## src/rtl/vend_ctrl_multi_if.sv

```systemverilog
// ============================================================================
//  Module      : vend_ctrl_multi_if
//  Description : Button/coin inputs and display/dispense outputs of the
//                multi-item vending controller, bundled as one interface.
//  Revision    : 1.0  initial release
// ============================================================================
`default_nettype none

interface vend_ctrl_multi_if #(
    parameter int N_ITEMS  = 3,
    parameter int CREDIT_W = 8
);
    logic                cancel;
    logic                coin_5;
    logic                coin_10;
    logic                coin_50;
    logic [N_ITEMS-1:0]  sel;
    logic                restock;
    logic [CREDIT_W-1:0] credit;
    logic [N_ITEMS-1:0]  avail;
    logic [N_ITEMS-1:0]  stock_empty;
    logic [N_ITEMS-1:0]  drop;
    logic                change_out;
    logic                coin_reject;
    logic                busy;

    modport master (
        output cancel, coin_5, coin_10, coin_50, sel, restock,
        input  credit, avail, stock_empty, drop, change_out, coin_reject, busy
    );

    modport slave (
        input  cancel, coin_5, coin_10, coin_50, sel, restock,
        output credit, avail, stock_empty, drop, change_out, coin_reject, busy
    );
endinterface

`default_nettype wire

```

## src/rtl/vend_ctrl_multi.sv

```systemverilog
// ============================================================================
//  Module      : vend_ctrl_multi
//  Description : Vending controller with per-item price/stock, coin acceptance
//                up to a credit ceiling, single-item vend and unit-coin change.
//  Revision    : 1.0  initial release
// ============================================================================
`default_nettype none

module vend_ctrl_multi #(
    parameter int                          N_ITEMS    = 3,
    parameter int                          CREDIT_W   = 8,
    parameter int                          MAX_CREDIT = 50,
    parameter logic [N_ITEMS*CREDIT_W-1:0] PRICES     = {8'd25, 8'd20, 8'd15},
    parameter int                          COIN_UNIT  = 5,
    parameter int                          STOCK_W    = 4,
    parameter int                          STOCK_INIT = 10
) (
    input  logic              clk,
    input  logic              rst,
    vend_ctrl_multi_if.slave  bus
);

    typedef enum logic [1:0] {
        IDLE   = 2'd0,
        VEND   = 2'd1,
        CHANGE = 2'd2
    } state_t;

    localparam logic [CREDIT_W:0]   MAX_SUM  = (CREDIT_W+1)'(MAX_CREDIT);
    localparam logic [CREDIT_W:0]   VAL_5    = (CREDIT_W+1)'(5);
    localparam logic [CREDIT_W:0]   VAL_10   = (CREDIT_W+1)'(10);
    localparam logic [CREDIT_W:0]   VAL_50   = (CREDIT_W+1)'(50);
    localparam logic [CREDIT_W-1:0] UNIT     = CREDIT_W'(COIN_UNIT);
    localparam logic [STOCK_W-1:0]  STOCK_LD = STOCK_W'(STOCK_INIT);

    state_t              state, state_nxt;
    logic [CREDIT_W-1:0] credit, credit_nxt;
    logic [N_ITEMS-1:0]  drop, drop_nxt;
    logic                change_out, change_nxt;
    logic                coin_reject, reject_nxt;
    logic [N_ITEMS-1:0]  dec;
    logic [N_ITEMS-1:0]  avail;
    logic [N_ITEMS-1:0]  stock_empty;
    logic [CREDIT_W-1:0] price [N_ITEMS];
    logic [STOCK_W-1:0]  stock [N_ITEMS];
    logic [CREDIT_W-1:0] price_sel;
    logic                sel_valid;
    logic                coin_any;
    logic                coin_multi;
    logic [CREDIT_W:0]   coin_val;
    logic [CREDIT_W:0]   coin_sum;

    generate
        for (genvar i = 0; i < N_ITEMS; i++) begin : g_items
            assign price[i]       = PRICES[i*CREDIT_W +: CREDIT_W];
            assign stock_empty[i] = (stock[i] == '0);
            assign avail[i]       = (credit >= price[i]) && !stock_empty[i] && (state == IDLE);

            // restock takes precedence over a decrement in the same cycle
            always_ff @(posedge clk) begin
                if (rst || bus.restock) begin
                    stock[i] <= STOCK_LD;
                end else if (dec[i]) begin
                    stock[i] <= stock[i] - STOCK_W'(1);
                end
            end
        end
    endgenerate

    assign coin_any   = bus.coin_5 | bus.coin_10 | bus.coin_50;
    assign coin_multi = (bus.coin_5 & bus.coin_10) | (bus.coin_5 & bus.coin_50) |
                        (bus.coin_10 & bus.coin_50);
    assign coin_val   = bus.coin_5 ? VAL_5 : (bus.coin_10 ? VAL_10 : VAL_50);
    assign coin_sum   = {1'b0, credit} + coin_val;
    assign sel_valid  = $onehot(bus.sel) && ((bus.sel & avail) != '0);

    always_comb begin
        price_sel = '0;
        for (int i = 0; i < N_ITEMS; i++) begin
            if (bus.sel[i]) begin
                price_sel = price_sel | price[i];
            end
        end
    end

    always_comb begin
        state_nxt  = state;
        credit_nxt = credit;
        drop_nxt   = '0;
        reject_nxt = 1'b0;
        dec        = '0;
        case (state)
            IDLE: begin
                if (bus.cancel) begin
                    reject_nxt = coin_any;
                    if (credit != '0) begin
                        state_nxt = CHANGE;
                    end
                end else if (coin_any) begin
                    // the priority winner may still be credited while losers bounce
                    if (coin_sum <= MAX_SUM) begin
                        credit_nxt = coin_sum[CREDIT_W-1:0];
                        reject_nxt = coin_multi;
                    end else begin
                        reject_nxt = 1'b1;
                    end
                end else if (sel_valid) begin
                    credit_nxt = credit - price_sel;
                    dec        = bus.sel;
                    drop_nxt   = bus.sel;
                    state_nxt  = VEND;
                end
            end
            VEND: begin
                reject_nxt = coin_any;
                state_nxt  = (credit == '0) ? IDLE : CHANGE;
            end
            CHANGE: begin
                reject_nxt = coin_any;
                if (credit <= UNIT) begin
                    credit_nxt = '0;
                    state_nxt  = IDLE;
                end else begin
                    credit_nxt = credit - UNIT;
                end
            end
            default: begin
                state_nxt = IDLE;
            end
        endcase
        // change_out is high for exactly the cycles spent in CHANGE
        change_nxt = (state_nxt == CHANGE);
    end

    always_ff @(posedge clk) begin
        if (rst) begin
            state       <= IDLE;
            credit      <= '0;
            drop        <= '0;
            change_out  <= 1'b0;
            coin_reject <= 1'b0;
        end else begin
            state       <= state_nxt;
            credit      <= credit_nxt;
            drop        <= drop_nxt;
            change_out  <= change_nxt;
            coin_reject <= reject_nxt;
        end
    end

    assign bus.credit      = credit;
    assign bus.avail       = avail;
    assign bus.stock_empty = stock_empty;
    assign bus.drop        = drop;
    assign bus.change_out  = change_out;
    assign bus.coin_reject = coin_reject;
    assign bus.busy        = (state != IDLE);

endmodule

`default_nettype wire

```

## src/flat_wrapper.sv

```systemverilog
// flat-port wrapper written by rule: the top's interface ports become plain ports
module vend_ctrl_multi_flat 
#(
    parameter int                          N_ITEMS    = 3,
    parameter int                          CREDIT_W   = 8,
    parameter int                          MAX_CREDIT = 50,
    parameter logic [N_ITEMS*CREDIT_W-1:0] PRICES     = {8'd25, 8'd20, 8'd15},
    parameter int                          COIN_UNIT  = 5,
    parameter int                          STOCK_W    = 4,
    parameter int                          STOCK_INIT = 10
)
  (clk, rst, bus_cancel, bus_coin_5, bus_coin_10, bus_coin_50, bus_sel, bus_restock, bus_credit, bus_avail, bus_stock_empty, bus_drop, bus_change_out, bus_coin_reject, bus_busy);
  vend_ctrl_multi_if #(.N_ITEMS(N_ITEMS), .CREDIT_W(CREDIT_W)) bus_i ();
  input  logic clk;
  input  logic rst;
  input wire logic [$bits(bus_i.cancel)-1:0] bus_cancel;
  input wire logic [$bits(bus_i.coin_5)-1:0] bus_coin_5;
  input wire logic [$bits(bus_i.coin_10)-1:0] bus_coin_10;
  input wire logic [$bits(bus_i.coin_50)-1:0] bus_coin_50;
  input wire logic [$bits(bus_i.sel)-1:0] bus_sel;
  input wire logic [$bits(bus_i.restock)-1:0] bus_restock;
  output wire logic [$bits(bus_i.credit)-1:0] bus_credit;
  output wire logic [$bits(bus_i.avail)-1:0] bus_avail;
  output wire logic [$bits(bus_i.stock_empty)-1:0] bus_stock_empty;
  output wire logic [$bits(bus_i.drop)-1:0] bus_drop;
  output wire logic [$bits(bus_i.change_out)-1:0] bus_change_out;
  output wire logic [$bits(bus_i.coin_reject)-1:0] bus_coin_reject;
  output wire logic [$bits(bus_i.busy)-1:0] bus_busy;
  assign bus_i.cancel = bus_cancel;
  assign bus_i.coin_5 = bus_coin_5;
  assign bus_i.coin_10 = bus_coin_10;
  assign bus_i.coin_50 = bus_coin_50;
  assign bus_i.sel = bus_sel;
  assign bus_i.restock = bus_restock;
  assign bus_credit = bus_i.credit;
  assign bus_avail = bus_i.avail;
  assign bus_stock_empty = bus_i.stock_empty;
  assign bus_drop = bus_i.drop;
  assign bus_change_out = bus_i.change_out;
  assign bus_coin_reject = bus_i.coin_reject;
  assign bus_busy = bus_i.busy;
  vend_ctrl_multi #(.N_ITEMS(N_ITEMS), .CREDIT_W(CREDIT_W), .MAX_CREDIT(MAX_CREDIT), .PRICES(PRICES), .COIN_UNIT(COIN_UNIT), .STOCK_W(STOCK_W), .STOCK_INIT(STOCK_INIT)) u_core (.clk(clk), .rst(rst), .bus(bus_i));
endmodule
```

## config.mk

```make
export PLATFORM = sky130hd
export DESIGN_NAME = vend_ctrl_multi_flat
export DESIGN_NICKNAME = d
export VERILOG_FILES = /design/src/rtl/vend_ctrl_multi_if.sv /design/src/rtl/vend_ctrl_multi.sv /design/src/flat_wrapper.sv
export SDC_FILE = /design/constraint.sdc
export NUM_CORES = 1
export LEC_CHECK = 0
export ABC_AREA = 1
export CAP_MARGIN = 20
export CORE_ASPECT_RATIO = 2
export CORE_MARGIN = 2
export CORE_UTILIZATION = 45
export DETAILED_ROUTE_END_ITERATION = 10
export GPL_ROUTABILITY_DRIVEN = 0
export PLACE_DENSITY = 0.67
export REMOVE_ABC_BUFFERS = 1
export SLEW_MARGIN = 0
export SYNTH_ARGS = -nofsm -noshare
export SYNTH_HDL_FRONTEND = slang
export SYNTH_SLANG_ARGS = --single-unit
```

## constraint.sdc

```tcl
create_clock -name clk -period 3.8 [get_ports clk]
set_input_delay 0.76 -clock clk [delete_from_list [all_inputs] [get_ports clk]]
set_output_delay 0.76 -clock clk [all_outputs]
set_load 0.01 [all_outputs]
```

==> flow_metrics.env <==
export IMPL_rsz0062_at_grt="no"
export IMPL_worst_slew_pin_slew_ns=0.4516
export IMPL_yosys_top_cells_area="edfxtp_1 14%, nand2_1 13%, dfxtp_1 12%"
export IMPL_cts_root_buffer="clkbuf_8"
export IMPL_worst_slack_ns=0.7739
export IMPL_post_route_period_util_pct=79.63
export IMPL_cts_sinks=27
export IMPL_htree_levels=1
export IMPL_crit_required_ns=3.98
export IMPL_register_area_um2=660.6
export IMPL_fillers=570
export IMPL_die_h_um=109.6
export IMPL_path_class="input pin to register"
export IMPL_grt_overflow=0
export IMPL_cp_startpoint="bus_sel[0]"
export IMPL_hold_ws_ns=0.5575
export IMPL_p_leak_nw=1.404
export IMPL_nets=430
export IMPL_async_reset_ff_share_pct=0
export IMPL_post_route_drc_count=0
export IMPL_cp_max_fo=5
export IMPL_finalHoldViolCount=0
export IMPL_maxCapViolations=0
export IMPL_die_w_um=56.78
export IMPL_synth_top_area_cell="edfxtp_1"
export IMPL_hp_class="register to register"
export IMPL_wl_um=6238
export IMPL_antennaDiodeCount=0
export IMPL_yosysMostFrequentCell="nand2_1"
export IMPL_cts_setup_buffers=0
export IMPL_crit_path_start_kind="input pin"
export IMPL_cts_resized=0
export IMPL_synth_seq_cells=27
export IMPL_grtUsageTotal_pct=21.52
export IMPL_dieArea_um2=6221
export IMPL_drive_gt1_share_pct=10.10
export IMPL_post_place_cells=452
export IMPL_avgRoutedWirePerCell_um=13.68
export IMPL_skew_ns=0.003473
export IMPL_grt_pass1_vias=2439
export IMPL_ys_seq_area_share_pct=26.35
export IMPL_core_um2=5420
export IMPL_antenna_found_initial=0
export IMPL_drt_vias_per_instance=5.272
export IMPL_worst_skew_pair_late_latency_ns=0.28
export IMPL_synthesis_area_um2=2507
export IMPL_multiInputGateArea_um2=1573
export IMPL_powerDensity_nw_per_um2=704.4
export IMPL_cts_buffers=3
export IMPL_ios=30
export IMPL_avgSynthCellArea_um2=6.777
export IMPL_synthFlopType="dfxtp_1"
export IMPL_start_util_pct=46.26
export IMPL_hp_start="u_core.state[0]"
export IMPL_synth_edff_count=12
export IMPL_path_clk_slew_ns=0.10
export IMPL_first_iter_violations=67
export IMPL_layout_min_cycle_time_ns=3.026
export IMPL_dpl_hpwl_um=5162
export IMPL_cp_end_kind="register"
export IMPL_fp_row_count=38
export IMPL_setup_viol=0
export IMPL_grt_pass1_wl_um=10510
export IMPL_ys_top_cells_by_count="88 x nand2_1, 51 x inv_1, 45 x nor2_1, 33 x nand3_1, 20 x ha_1"
export IMPL_area_growth_pct=14.37
export IMPL_cts_hold_buffers_added=0
export IMPL_ant_nets=0
export IMPL_outcome="complete, no violations"
export IMPL_ctsLongestPathBuffers=2
export IMPL_pre_cts_ws_ns=0.4812
export IMPL_setup_tns_ns=0
export IMPL_port_buffers=29
export IMPL_cts_tree="yes"
export IMPL_vias=2404
export IMPL_netlist_area_leader_share_pct=14.37
export IMPL_synth_cell_types=37
export IMPL_final_max_slew_violation_count=0
export IMPL_worst_ep_arrival_time_ns=3.21
export IMPL_relSlewSlack_pct=69.85
export IMPL_vdd_ir_drop_worst_uv=383.8
export IMPL_r2r_start="u_core.bus.credit[0]"
export IMPL_drt_pass1_iter_count=6
export IMPL_synthCells=370
export IMPL_fmax_mhz=330.5
export IMPL_yosysWarnings=0
export IMPL_grt_max_degree=17
export IMPL_instances_no_fill=456
## flip-flops by register name, indices dropped and copies added (netlist names)
| name | count |
|---|---|
| u_core.stock | 12 |
| u_core.bus.credit | 8 |
| u_core.bus.drop | 3 |
| u_core.state | 2 |
| u_core.bus.change_out | 1 |
| u_core.bus.coin_reject | 1 |
## per-stage QoR
stage	power, mW	instance area [um2]	util (%)
after global routing	2.214	2868	52.91
final	2.020	2868	52.91
after global placement	1.833	2820	52.03
after detailed placement	1.851	2820	52.03
after floorplan	1.403	2447	-
after CTS	2.029	2868	52.91
## final timing paths
path | end | slack (ns) | cells past startpoint
setup / recovery | u_core.bus.credit[6] | 0.77 | 16
hold reg to reg | u_core.state[0] | 0.56 | 2
setup reg to reg | u_core.bus.credit[7] | 1.32 | 16
hold / removal | u_core.state[0] | 0.56 | 2
## layout make-up
class / instances / area share (%)
well taps: 60 / 2.618
multi-input cells: 278 / 54.84
flip-flops and latches: 27 / 23.04
clock inverters: 1 / 0.2182
repair buffers: 30 / 10.38
clock buffers: 3 / 1.440
inverters: 57 / 7.461
## critical path: stages
cell             delay, ns
clkdlybuf4s50_1       0.53
inv_1                 0.18
ha_1                  0.20
inv_1                 0.05
ha_1                  0.20
fa_1                  0.40
o21ai_0               0.21
nand2_1               0.10
nand2_1               0.07
nand2_1               0.06
a21oi_1               0.14
nor2_1                0.06
nor2_1                0.08
nand3_1               0.07
nand2_1               0.07
nor2_1                0.04
## power breakdown
group	total, mW	switching (mW)	internal [mW]
combinational	1.37	0.813	0.553
clock	0.173	0.0980	0.0752
sequential	0.481	0.123	0.359
## cells by family (layout without fill, tap and decap cells)
family,after synthesis,after routing,synth area share [%]
flip-flops,27,27,26.35
adder cells (fa/ha/maj),23,23,12.38
XOR/XNOR,10,10,3.493
AO/OA/AOI/OAI,44,44,10.63
AND/OR/NAND/NOR,201,201,36.23
buffers and inverters,65,91,10.93
## layer usage
| metal | up-vias | wire, um | global-route usage, % |
|---|---|---|---|
| li1 | 1239 | - | - |
| met1 | 1097 | 2281 | 19.74 |
| met2 | 45 | 3542 | 44.77 |
| met3 | 23 | 135 | 1.647 |
| met4 | 0 | 278 | 11.13 |
| met5 | - | 0 | 0 |
## cell usage in the layout (no fill, tap or decap)
master           Yosys  layout
nand2_1             88      88
inv_1               51      51
nor2_1              45      45
nand3_1             33      33
clkdlybuf4s50_1      0      29
ha_1                20      20
a21oi_1             19      19
dfxtp_1             15      15
edfxtp_1            12      12
o21ai_0             11      11
nand4_1              8       8
xor2_1               8       8
nand2_2              7       7
inv_2                6       6
nor2_2               6       6
or2_2                5       5
a21oi_2              4       4
nand3b_1             3       3
fa_1                 3       3
clkbuf_8             0       3
nand2_4              2       2
o22ai_1              2       2
xnor2_1              2       2
nor2_4               1       1
o21bai_1             1       1
nor3_2               1       1
nand3_2              1       1
a21oi_4              1       1
nor3_1               1       1
o21ai_2              1       1
o21ai_1              1       1
a21boi_0             1       1
a22oi_1              1       1
o211ai_1             1       1
a32oi_1              1       1
inv_4                0       1
buf_4                3       1
Power figures use the tool's default switching activity.
